===== src/rtl/gpio_pkg.sv =====
// -----------------------------------------------------------------------------
// gpio_pkg
// Shared constants for the GPIO port bank.
//   - Register address map used on the 2-bit register bus address.
//   - Reset values for the output latch and the TRIS direction register,
//     sized for the widest supported port (16 bits); users slice them down
//     to the configured port width.
// Optional feature macro (used by the importing modules): GPIO_OPEN_DRAIN_EN
// -----------------------------------------------------------------------------
package gpio_pkg;

    // Register addresses within one port
    localparam logic [1:0] GPIO_A_PORT    = 2'd0;
    localparam logic [1:0] GPIO_A_TRIS    = 2'd1;
    localparam logic [1:0] GPIO_A_IOCMASK = 2'd2;
    localparam logic [1:0] GPIO_A_ODC     = 2'd3;

    // Widest port supported by the bank
    localparam int GPIO_MAX_WIDTH = 16;

    // All pins come out of reset as inputs with the latch cleared
    localparam logic [GPIO_MAX_WIDTH-1:0] TRIS_RST  = 16'hFFFF;
    localparam logic [GPIO_MAX_WIDTH-1:0] LATCH_RST = 16'h0000;

endpackage : gpio_pkg


===== src/rtl/gpio_port_slice.sv =====
// -----------------------------------------------------------------------------
// gpio_port_slice
// One WIDTH-bit GPIO port: output latch, TRIS direction register, IOC mask,
// optional open-drain control (ODC), two-flop input synchroniser, change
// detect and sticky interrupt-on-change flags.
//
// Optional feature macro: GPIO_OPEN_DRAIN_EN
//   defined   : ODC register exists at address 3; ODC bits drive low only.
//   undefined : no ODC register; address 3 reads as zero, writes are dropped.
//
// Ports
//   clock    in   rising-edge clock
//   reset    in   synchronous active-high reset
//   wr_en    in   write strobe, already qualified by the top's port select
//   rd_clr   in   PORT-register read of this port (clears flags)
//   addr     in   register address (see gpio_pkg)
//   wdata    in   write data
//   pad_in   in   raw asynchronous pad inputs
//   pad_out  out  value to the pad output buffers
//   pad_oe   out  pad output enables (1 = drive)
//   rd_val   out  combinational read value for the addressed register
//   irq_req  out  OR of (flag & mask) over this port
// -----------------------------------------------------------------------------
module gpio_port_slice
    import gpio_pkg::*;
#(
    parameter int WIDTH = 8
) (
    input  logic             clock,
    input  logic             reset,
    input  logic             wr_en,
    input  logic             rd_clr,
    input  logic [1:0]       addr,
    input  logic [WIDTH-1:0] wdata,
    input  logic [WIDTH-1:0] pad_in,
    output logic [WIDTH-1:0] pad_out,
    output logic [WIDTH-1:0] pad_oe,
    output logic [WIDTH-1:0] rd_val,
    output logic             irq_req
);

    logic [WIDTH-1:0] latch_q, latch_d;
    logic [WIDTH-1:0] tris_q,  tris_d;
    logic [WIDTH-1:0] mask_q,  mask_d;
    logic [WIDTH-1:0] flag_q,  flag_d;
    logic [WIDTH-1:0] s1_q;
    logic [WIDTH-1:0] s2_q;
    logic [WIDTH-1:0] prev_q;
    logic [WIDTH-1:0] chg_s;
    logic [WIDTH-1:0] odc_s;
    logic [WIDTH-1:0] pin_sel_s;

`ifdef GPIO_OPEN_DRAIN_EN
    logic [WIDTH-1:0] odc_q, odc_d;

    // ODC next-state: loaded only by an address-3 write to this port
    always_comb begin
        odc_d = odc_q;
        if (wr_en && (addr == GPIO_A_ODC)) begin
            odc_d = wdata;
        end else begin
            odc_d = odc_q;
        end
    end

    // ODC register
    always_ff @(posedge clock) begin
        if (reset) begin
            odc_q <= '0;
        end else begin
            odc_q <= odc_d;
        end
    end

    assign odc_s = odc_q;
`else
    // Without the open-drain option every pin is push-pull
    assign odc_s = '0;
`endif

    // Bits whose edge arrives at s2 this cycle
    assign chg_s = s2_q ^ prev_q;

    // Open-drain bits always read the pin, as do input bits
    assign pin_sel_s = tris_q | odc_s;

    // Register write decode for latch, TRIS and mask
    always_comb begin
        latch_d = latch_q;
        tris_d  = tris_q;
        mask_d  = mask_q;
        if (wr_en) begin
            case (addr)
                GPIO_A_PORT:    latch_d = wdata;
                GPIO_A_TRIS:    tris_d  = wdata;
                GPIO_A_IOCMASK: mask_d  = wdata;
                default: begin
                    latch_d = latch_q;
                    tris_d  = tris_q;
                    mask_d  = mask_q;
                end
            endcase
        end else begin
            latch_d = latch_q;
            tris_d  = tris_q;
            mask_d  = mask_q;
        end
    end

    // Sticky flags: a PORT read clears them, a same-cycle change re-sets (set wins)
    always_comb begin
        flag_d = flag_q;
        if (rd_clr) begin
            flag_d = chg_s & mask_q;
        end else begin
            flag_d = flag_q | (chg_s & mask_q);
        end
    end

    // Read value for the addressed register
    always_comb begin
        rd_val = '0;
        case (addr)
            GPIO_A_PORT:    rd_val = (s2_q & pin_sel_s) | (latch_q & ~pin_sel_s);
            GPIO_A_TRIS:    rd_val = tris_q;
            GPIO_A_IOCMASK: rd_val = mask_q;
            GPIO_A_ODC:     rd_val = odc_s;
            default:        rd_val = '0;
        endcase
    end

    // Port state, synchroniser and change-detect history
    always_ff @(posedge clock) begin
        if (reset) begin
            latch_q <= LATCH_RST[WIDTH-1:0];
            tris_q  <= TRIS_RST[WIDTH-1:0];
            mask_q  <= '0;
            flag_q  <= '0;
            s1_q    <= '0;
            s2_q    <= '0;
            prev_q  <= '0;
        end else begin
            latch_q <= latch_d;
            tris_q  <= tris_d;
            mask_q  <= mask_d;
            flag_q  <= flag_d;
            s1_q    <= pad_in;
            s2_q    <= s1_q;
            prev_q  <= s2_q;
        end
    end

    // Open-drain bits never drive high: enable only while the latch is 0
    assign pad_oe  = ~tris_q & ~(odc_s & latch_q);
    assign pad_out = latch_q & ~odc_s;
    assign irq_req = |(flag_q & mask_q);

endmodule : gpio_port_slice


===== src/rtl/gpio_port_bank.sv =====
// -----------------------------------------------------------------------------
// gpio_port_bank
// NPORTS GPIO ports of WIDTH bits behind a simple register bus. The top level
// decodes the port select, registers the read data and the combined
// interrupt; each port lives in a gpio_port_slice.
//
// Optional feature macro: GPIO_OPEN_DRAIN_EN (open-drain control register at
// address 3, handled inside each slice).
//
// Ports
//   clock    in   rising-edge clock
//   reset    in   synchronous active-high reset
//   sel      in   port index for the access (>= NPORTS: no port)
//   addr     in   0=PORT 1=TRIS 2=IOCMASK 3=ODC
//   we       in   write strobe
//   re       in   read strobe
//   wdata    in   write data
//   rdata    out  registered read data
//   rvalid   out  high one cycle after re
//   pad_in   in   raw pad inputs, port p at [p*WIDTH +: WIDTH]
//   pad_out  out  latch values to the pads
//   pad_oe   out  pad output enables (1 = drive)
//   irq      out  registered OR over all ports of (flag & mask)
// -----------------------------------------------------------------------------
module gpio_port_bank
    import gpio_pkg::*;
#(
    parameter int NPORTS = 3,
    parameter int WIDTH  = 8,
    parameter int PSEL_W = 2
) (
    input  logic                    clock,
    input  logic                    reset,
    input  logic [PSEL_W-1:0]       sel,
    input  logic [1:0]              addr,
    input  logic                    we,
    input  logic                    re,
    input  logic [WIDTH-1:0]        wdata,
    output logic [WIDTH-1:0]        rdata,
    output logic                    rvalid,
    input  logic [NPORTS*WIDTH-1:0] pad_in,
    output logic [NPORTS*WIDTH-1:0] pad_out,
    output logic [NPORTS*WIDTH-1:0] pad_oe,
    output logic                    irq
);

    // One-hot port select; an out-of-range sel matches no port, so it
    // writes nothing, clears nothing and reads back zero.
    logic [NPORTS-1:0] sel_hit_s;
    logic [NPORTS-1:0] irq_req_s;
    logic [WIDTH-1:0]  rd_val_s [NPORTS];
    logic [WIDTH-1:0]  rd_mux_s;

    logic [WIDTH-1:0]  rdata_q, rdata_d;
    logic              rvalid_q, rvalid_d;
    logic              irq_q, irq_d;

    for (genvar p = 0; p < NPORTS; p++) begin : g_port
        assign sel_hit_s[p] = (32'(sel) == p);

        gpio_port_slice #(
            .WIDTH (WIDTH)
        ) u_slice (
            .clock   (clock),
            .reset   (reset),
            .wr_en   (we & sel_hit_s[p]),
            .rd_clr  (re & sel_hit_s[p] & (addr == GPIO_A_PORT)),
            .addr    (addr),
            .wdata   (wdata),
            .pad_in  (pad_in[p*WIDTH +: WIDTH]),
            .pad_out (pad_out[p*WIDTH +: WIDTH]),
            .pad_oe  (pad_oe[p*WIDTH +: WIDTH]),
            .rd_val  (rd_val_s[p]),
            .irq_req (irq_req_s[p])
        );
    end

    // AND-OR read mux over the one-hot select (zero when nothing selected)
    always_comb begin
        rd_mux_s = '0;
        for (int p = 0; p < NPORTS; p++) begin
            rd_mux_s = rd_mux_s | (rd_val_s[p] & {WIDTH{sel_hit_s[p]}});
        end
    end

    // Read pipeline next state: rdata holds between reads
    always_comb begin
        rdata_d  = rdata_q;
        rvalid_d = re;
        irq_d    = |irq_req_s;
        if (re) begin
            rdata_d = rd_mux_s;
        end else begin
            rdata_d = rdata_q;
        end
    end

    // Output registers
    always_ff @(posedge clock) begin
        if (reset) begin
            rdata_q  <= '0;
            rvalid_q <= 1'b0;
            irq_q    <= 1'b0;
        end else begin
            rdata_q  <= rdata_d;
            rvalid_q <= rvalid_d;
            irq_q    <= irq_d;
        end
    end

    assign rdata  = rdata_q;
    assign rvalid = rvalid_q;
    assign irq    = irq_q;

endmodule : gpio_port_bank


===== config.mk =====
export PLATFORM = sky130hd
export DESIGN_NAME = gpio_port_bank
export DESIGN_NICKNAME = d
export VERILOG_FILES = /design/src/rtl/gpio_pkg.sv /design/src/rtl/gpio_port_slice.sv /design/src/rtl/gpio_port_bank.sv
export SDC_FILE = /design/constraint.sdc
export NUM_CORES = 1
export LEC_CHECK = 0
export BUFFER_PORTS_ARGS = -buffer_cell sky130_fd_sc_hd__buf_2
export CORE_MARGIN = 2
export CORE_UTILIZATION = 40
export CTS_CLUSTER_DIAMETER = 80
export DETAILED_ROUTE_END_ITERATION = 8
export SYNTH_ARGS = -nofsm -noshare
export SYNTH_HDL_FRONTEND = slang
export SYNTH_SLANG_ARGS = --single-unit

===== constraint.sdc =====
create_clock -name clock -period 2.4 [get_ports clock]
set_input_delay 0.12 -clock clock [delete_from_list [all_inputs] [get_ports clock]]
set_output_delay 0.12 -clock clock [all_outputs]
set_load 0.02 [all_outputs]

# Yosys cells after proc, flatten, opt, wreduce, memory -nomap -nowiden

Index checks and enable logic that the tools add are counted.

Register bits after elaboration: 178
Bits of input ports: 40
Output and inout port bits: 58
Word-level logic and storage cells: 85

Eq/ne operators: 5
Muxes and demuxes: 6
Bitwise logic cells: 38
Reduce and logical (&&, ||, !) cells: 12

Operators by type and width:

| kind                                          | count |
|---|---|
| bitwise AND 8 bit                             | 15 |
| case mux 8 bit (4 select lines)               | 3 |
| OR 8 bit                                      | 8 |
| 2-to-1 mux 8 bit                              | 3 |
| NOT 8 bit                                     | 3 |
| OR reduction 24 bit                           | 1 |
| XOR 8 bit                                     | 3 |
| AND reduction 2 bit                           | 9 |
| bitwise AND 1 bit                             | 9 |
| == test 2 bit, second input constant          | 3 |
| == test 2 x 1 -> 1 bit, second input constant | 2 |
| logical NOT 2 bit                             | 2 |

# Logic depth before layout (Yosys ltp)

Depth after elaboration: 7
Depth in mapped cells: 7
Mapped depth without buffers: 4

# Cells and area by module

From an unflattened synthesis, not the netlist that was laid out.

Cells, all modules: 767
Area total of the unflattened synthesis: 7579.8 µm²

By module, submodules not included:

| module          | times used | cells each | area each (µm²) | seq. area each (µm²) |
|---|---|---|---|---|
| gpio_port_slice | 3          | 233        | 2319.7          | 1121.1 |
| gpio_port_bank  | 1          | 68         | 620.6           | 200.2 |

# Worst setup path after synthesis

Ideal clock, no wire load.

Kind: register -> register
Start point: register g_port[2].u_slice.latch_q[0]
End point: register rdata_q[0], in the netlist rdata[0]
Arrival: 1.304 ns
Slack: 1.014 ns
Cell stages (with the launch flop): 5
Path buffers: 0
Cells stage by stage: dfxtp_1 -> or3b_2 -> a21oi_1 -> o221ai_1 -> o221ai_1

Word-level cells in the longest chain between the ends: 5

Ends and longest elaborated chain:

| what                            | line                   | RTL |
|---|---|---|
| start, declared                 | gpio_port_slice.sv:42  | `logic [WIDTH-1:0] latch_q, latch_d;` |
| start signal, assigned          | gpio_port_slice.sv:135 | `latch_q <= LATCH_RST[WIDTH-1:0];` |
| start signal, assigned          | gpio_port_slice.sv:143 | `latch_q <= latch_d;` |
| bitwise AND 8 bit               | gpio_port_slice.sv:124 | `GPIO_A_PORT: rd_val = (s2_q & pin_sel_s) \| (latch_q & ~pin_sel_s);` |
| OR 8 bit                        | gpio_port_slice.sv:124 |  |
| case mux 8 bit (4 select lines) | gpio_port_slice.sv:123 | `case (addr)` |
| bitwise AND 8 bit               | gpio_port_bank.sv:82   | `rd_mux_s = rd_mux_s \| (rd_val_s[p] & {WIDTH{sel_hit_s[p]}});` |
| OR 8 bit                        | gpio_port_bank.sv:82   |  |
| end signal, assigned            | gpio_port_bank.sv:105  | `rdata_q <= rdata_d;` |
| end, declared                   | gpio_port_bank.sv:54   | `logic [WIDTH-1:0] rdata_q, rdata_d;` |

Every way passes these cells.
A chain may end at the register's enable or synchronous reset.

# Final worst setup path

Start point: input port addr[0]
End point: register g_port[2].u_slice.tris_q[4]

Word-level cells in the longest chain between the ends: 2

Ends and longest elaborated chain:

| what                          | line                   | RTL |
|---|---|---|
| start, declared               | gpio_port_bank.sv:35   | `input logic [1:0] addr,` |
| == test 2 x 1 -> 1 bit        | gpio_port_slice.sv:93  | `case (addr)` |
| AND reduction 2 bit (no line) | -                      |  |
| end signal, assigned          | gpio_port_slice.sv:136 | `tris_q <= TRIS_RST[WIDTH-1:0];` |
| end signal, assigned          | gpio_port_slice.sv:144 | `tris_q <= tris_d;` |
| end, declared                 | gpio_port_slice.sv:43  | `logic [WIDTH-1:0] tris_q, tris_d;` |

Every way passes these cells.

==> flow_metrics.env <==
export IMPL_outcome="finished clean"
export IMPL_p_sw_mw=1.48
export IMPL_ys_ff_latch=178
export IMPL_ys_seq_area_share_pct=52.0
export IMPL_switching_share_pct=23.5
export IMPL_tns_ns=0
export IMPL_setup_ws_ns=0.871
export IMPL_synth_fa_ha_area_share_pct=0
export IMPL_slowest_stage="nor3b_4"
export IMPL_fmax_mhz=654
export IMPL_wl_per_cell_um=17.5
export IMPL_synth_compound_area_share_pct=15.1
export IMPL_crit_path_end_kind="flip-flop"
export IMPL_ctsHtreeMaxLevel=4
export IMPL_core_area_sq_mm=0.0166
export IMPL_slowest_delay_ns=0.67
export IMPL_grt_pass1_wl_um=28600
export IMPL_worstPathCellList="buf_2 > nand3b_4 > nor3b_4 > nor2_1 > a211o_1"
export IMPL_die_h_um=135
export IMPL_io_pins=98
export IMPL_synthXorXnorAreaFrac_pct=3.07
export IMPL_syn_area_sq_mm=0.00686
export IMPL_via_per_inst=5.21
export IMPL_layout_common_cells="178 x dfxtp_1, 106 x nor2_1, 96 x buf_2, 75 x nor2b_1, 48 x mux2i_1"
export IMPL_tightest_slew_ns=0.784
export IMPL_crit_family="simple AND/OR/NAND/NOR gates"
export IMPL_start_kind="primary input"
export IMPL_p_int_mw=4.81
export IMPL_overflow=0
export IMPL_cp_max_fo=27
export IMPL_sequentialPowerShare_pct=49.0
export IMPL_clkTransAtPathRegs_ns=0.07
export IMPL_p_leak_nw=3.74
export IMPL_synth_simple_gate_area_share_pct=18.0
export IMPL_crit_buf_inv=1
export IMPL_dieArea_sq_mm=0.0182
export IMPL_synth_area_leader_cell="dfxtp_1"
export IMPL_place_ws_ns=0.468
export IMPL_cts_hold_fix_buffers=24
export IMPL_utilization_pct=49.9
export IMPL_vias=5413
export IMPL_power_density_mw_per_mm2=757
export IMPL_io_buffers=97
export IMPL_drtIter0Drc=344
export IMPL_final_period_utilization_pct=63.7
export IMPL_syn_nets=745
export IMPL_synth_area_leaders="dfxtp_1 52%, mux2i_1 7.0%, nor2b_1 6.8%"
export IMPL_nets=844
export IMPL_ctsRootBufferMaster="clkbuf_16"
export IMPL_synth_top_family_by_area="simple AND/OR/NAND/NOR gates"
export IMPL_first_global_vias=5302
export IMPL_routed_wl_um=18100
export IMPL_hold_path_class="in -> reg"
export IMPL_worstSkewPairLatency_ns=0.42
export IMPL_synthCells=705
export IMPL_grtUsageTotal_pct=20.6
export IMPL_synthToLayoutAreaGrowth_pct=21.0
export IMPL_muxShareOfSynthArea_pct=7.01
export IMPL_clock_sinks=178
export IMPL_drc=0
export IMPL_gp_congestion=0.833
export IMPL_slew_headroom_pct=47.7
export IMPL_hold_viol_final=0
export IMPL_rsz0062_at_grt="no"
export IMPL_synth_yosys_warnings=0
export IMPL_grt_max_degree=79
export IMPL_pwr_share_comb_pct=7.2
export IMPL_cts_setup_buffers=0
export IMPL_slew_violations=0
export IMPL_rows=47
export IMPL_die_w_um=135
export IMPL_cts_buffer_depth=2
export IMPL_skew_ns=0.00542
export IMPL_pwr_share_clk_pct=43.8
export IMPL_final_common_cell="dfxtp_1"
export IMPL_layout_min_cycle_time_ns=1.53
export IMPL_syn_avg_cell_area_sq_um=9.73
export IMPL_multiInputGateArea_sq_mm=0.00296
export IMPL_dr_pass1_iters=5
export IMPL_numCtsBuffers=17
export IMPL_seqCellArea_sq_mm=0.00356
export IMPL_critical_path_required_ns=2.70
export IMPL_synthDistinctLibCells=33
export IMPL_drive_gt1_share_pct=18.6
export IMPL_cp_arrival_ns=1.83
export IMPL_ant_nets=0
export IMPL_initial_core_util_pct=41.2
export IMPL_synth_top_area_share_pct=52.0
export IMPL_fill_cells=1544
export IMPL_crit_type="in -> reg"
export IMPL_maxCapViolations=0
export IMPL_peakVddDrop_mv=0.512
export IMPL_cts_tree="done"
export IMPL_setup_viol=0
export IMPL_dpl_hpwl_um=12500
export IMPL_antenna_found_initial=1
export IMPL_p_total_mw=6.28
export IMPL_post_cts_resized=0
## state kept, by name, indices dropped and copies added (netlist names)
register	flops
g_port.u_slice.s2_q	24
irq	1
g_port.u_slice.prev_q	24
g_port.u_slice.flag_q	24
g_port.u_slice.mask_q	24
g_port.u_slice.pin_sel_s	24
g_port.u_slice.s1_q	24
g_port.u_slice.pad_out	24
rdata	8
rvalid	1
## layout make-up
cell class,instances,area share [%]
Clock buffer,21,5.55
Clock inverter,11,1.55
Tap cell,220,3.32
Antenna cell,1,0.0302
Multi-Input combinational cell,448,35.7
Sequential cell,178,42.9
Timing Repair Buffer,127,9.47
Inverter,32,1.45
## cell families after synthesis
group	count (synthesis)
simple gates	228
flops	178
compound gates	148
buf+inv	79
mux	48
xor+xnor	24
## through the flow
stage	cells	instance area, sq um	hold slack (ns)
3_5_place_dp	981	7470	0.333
4_1_cts	1037	8300	0.116
2_1_floorplan	705	6860	0.248
3_3_place_gp	981	7470	0.327
5_1_grt	1037	8300	0.116
6_report	1038	8300	0.123
## power groups by stage
| stage | Clock [mW] | Combinational, mW | Sequential, mW |
|---|---|---|---|
| after detailed placement | 0 | 0.419 | 3.15 |
| after CTS | 2.79 | 0.451 | 3.08 |
| after global placement | 0 | 0.411 | 3.15 |
| final | 2.75 | 0.450 | 3.08 |
| after floorplan | 0 | 0.261 | 3.15 |
| after global routing | 2.92 | 0.489 | 3.09 |
## cell usage after synthesis
cell	instances
nor2b_1	75
buf_2	7
nor3b_4	1
nand3_1	3
a22oi_1	36
dfxtp_1	178
mux2i_1	48
a211oi_1	8
o221ai_1	16
nand3_2	4
a21oi_1	26
nand4_1	3
nand2_1	9
nor3_1	1
and3_1	2
and2b_1	2
o21ai_0	26
buf_1	2
nor3_4	1
buf_6	2
nand3b_4	1
a211o_1	24
xor2_1	24
or3b_2	11
nor2_1	106
nand2b_1	1
buf_4	3
o21a_1	6
a2bb2oi_1	6
inv_1	32
nor2_2	1
clkbuf_1	33
or3b_1	7
## worst register-to-register path, delay by kind of cell (launching register included)
| family | cells | cell delay (ns) |
|---|---|---|
| flip-flops | 1 | 0.35 |
| AO/OA/AOI/OAI | 3 | 0.55 |
| AND/OR/NAND/NOR | 1 | 0.44 |
## layer usage
layer | vias up | GRT usage [%] | part of all wire, % | wire length, um
li1 | 2601 | - | - | -
met1 | 2635 | 27.0 | 46 | 8270
met2 | 142 | 33.0 | 47 | 8460
met3 | 33 | 4.69 | 5.2 | 944
met4 | 2 | 7.66 | 2.4 | 434
met5 | - | 0 | 0.039 | 7
## path summary, 6_finish.rpt
check                                                  start  slack (ns)  depth (start not counted)                              to
worst min-delay path                                wdata[6]        0.12                          2  g_port[0].u_slice.pin_sel_s[6]
worst max register to register  g_port[2].u_slice.pad_out[0]        0.97                          4                        rdata[0]
worst min register to register     g_port[0].u_slice.s1_q[6]        0.43                          1       g_port[0].u_slice.s2_q[6]
worst max-delay path                                 addr[0]        0.87                          5  g_port[2].u_slice.pin_sel_s[4]
No activity file was read; power rests on OpenSTA's default activity.
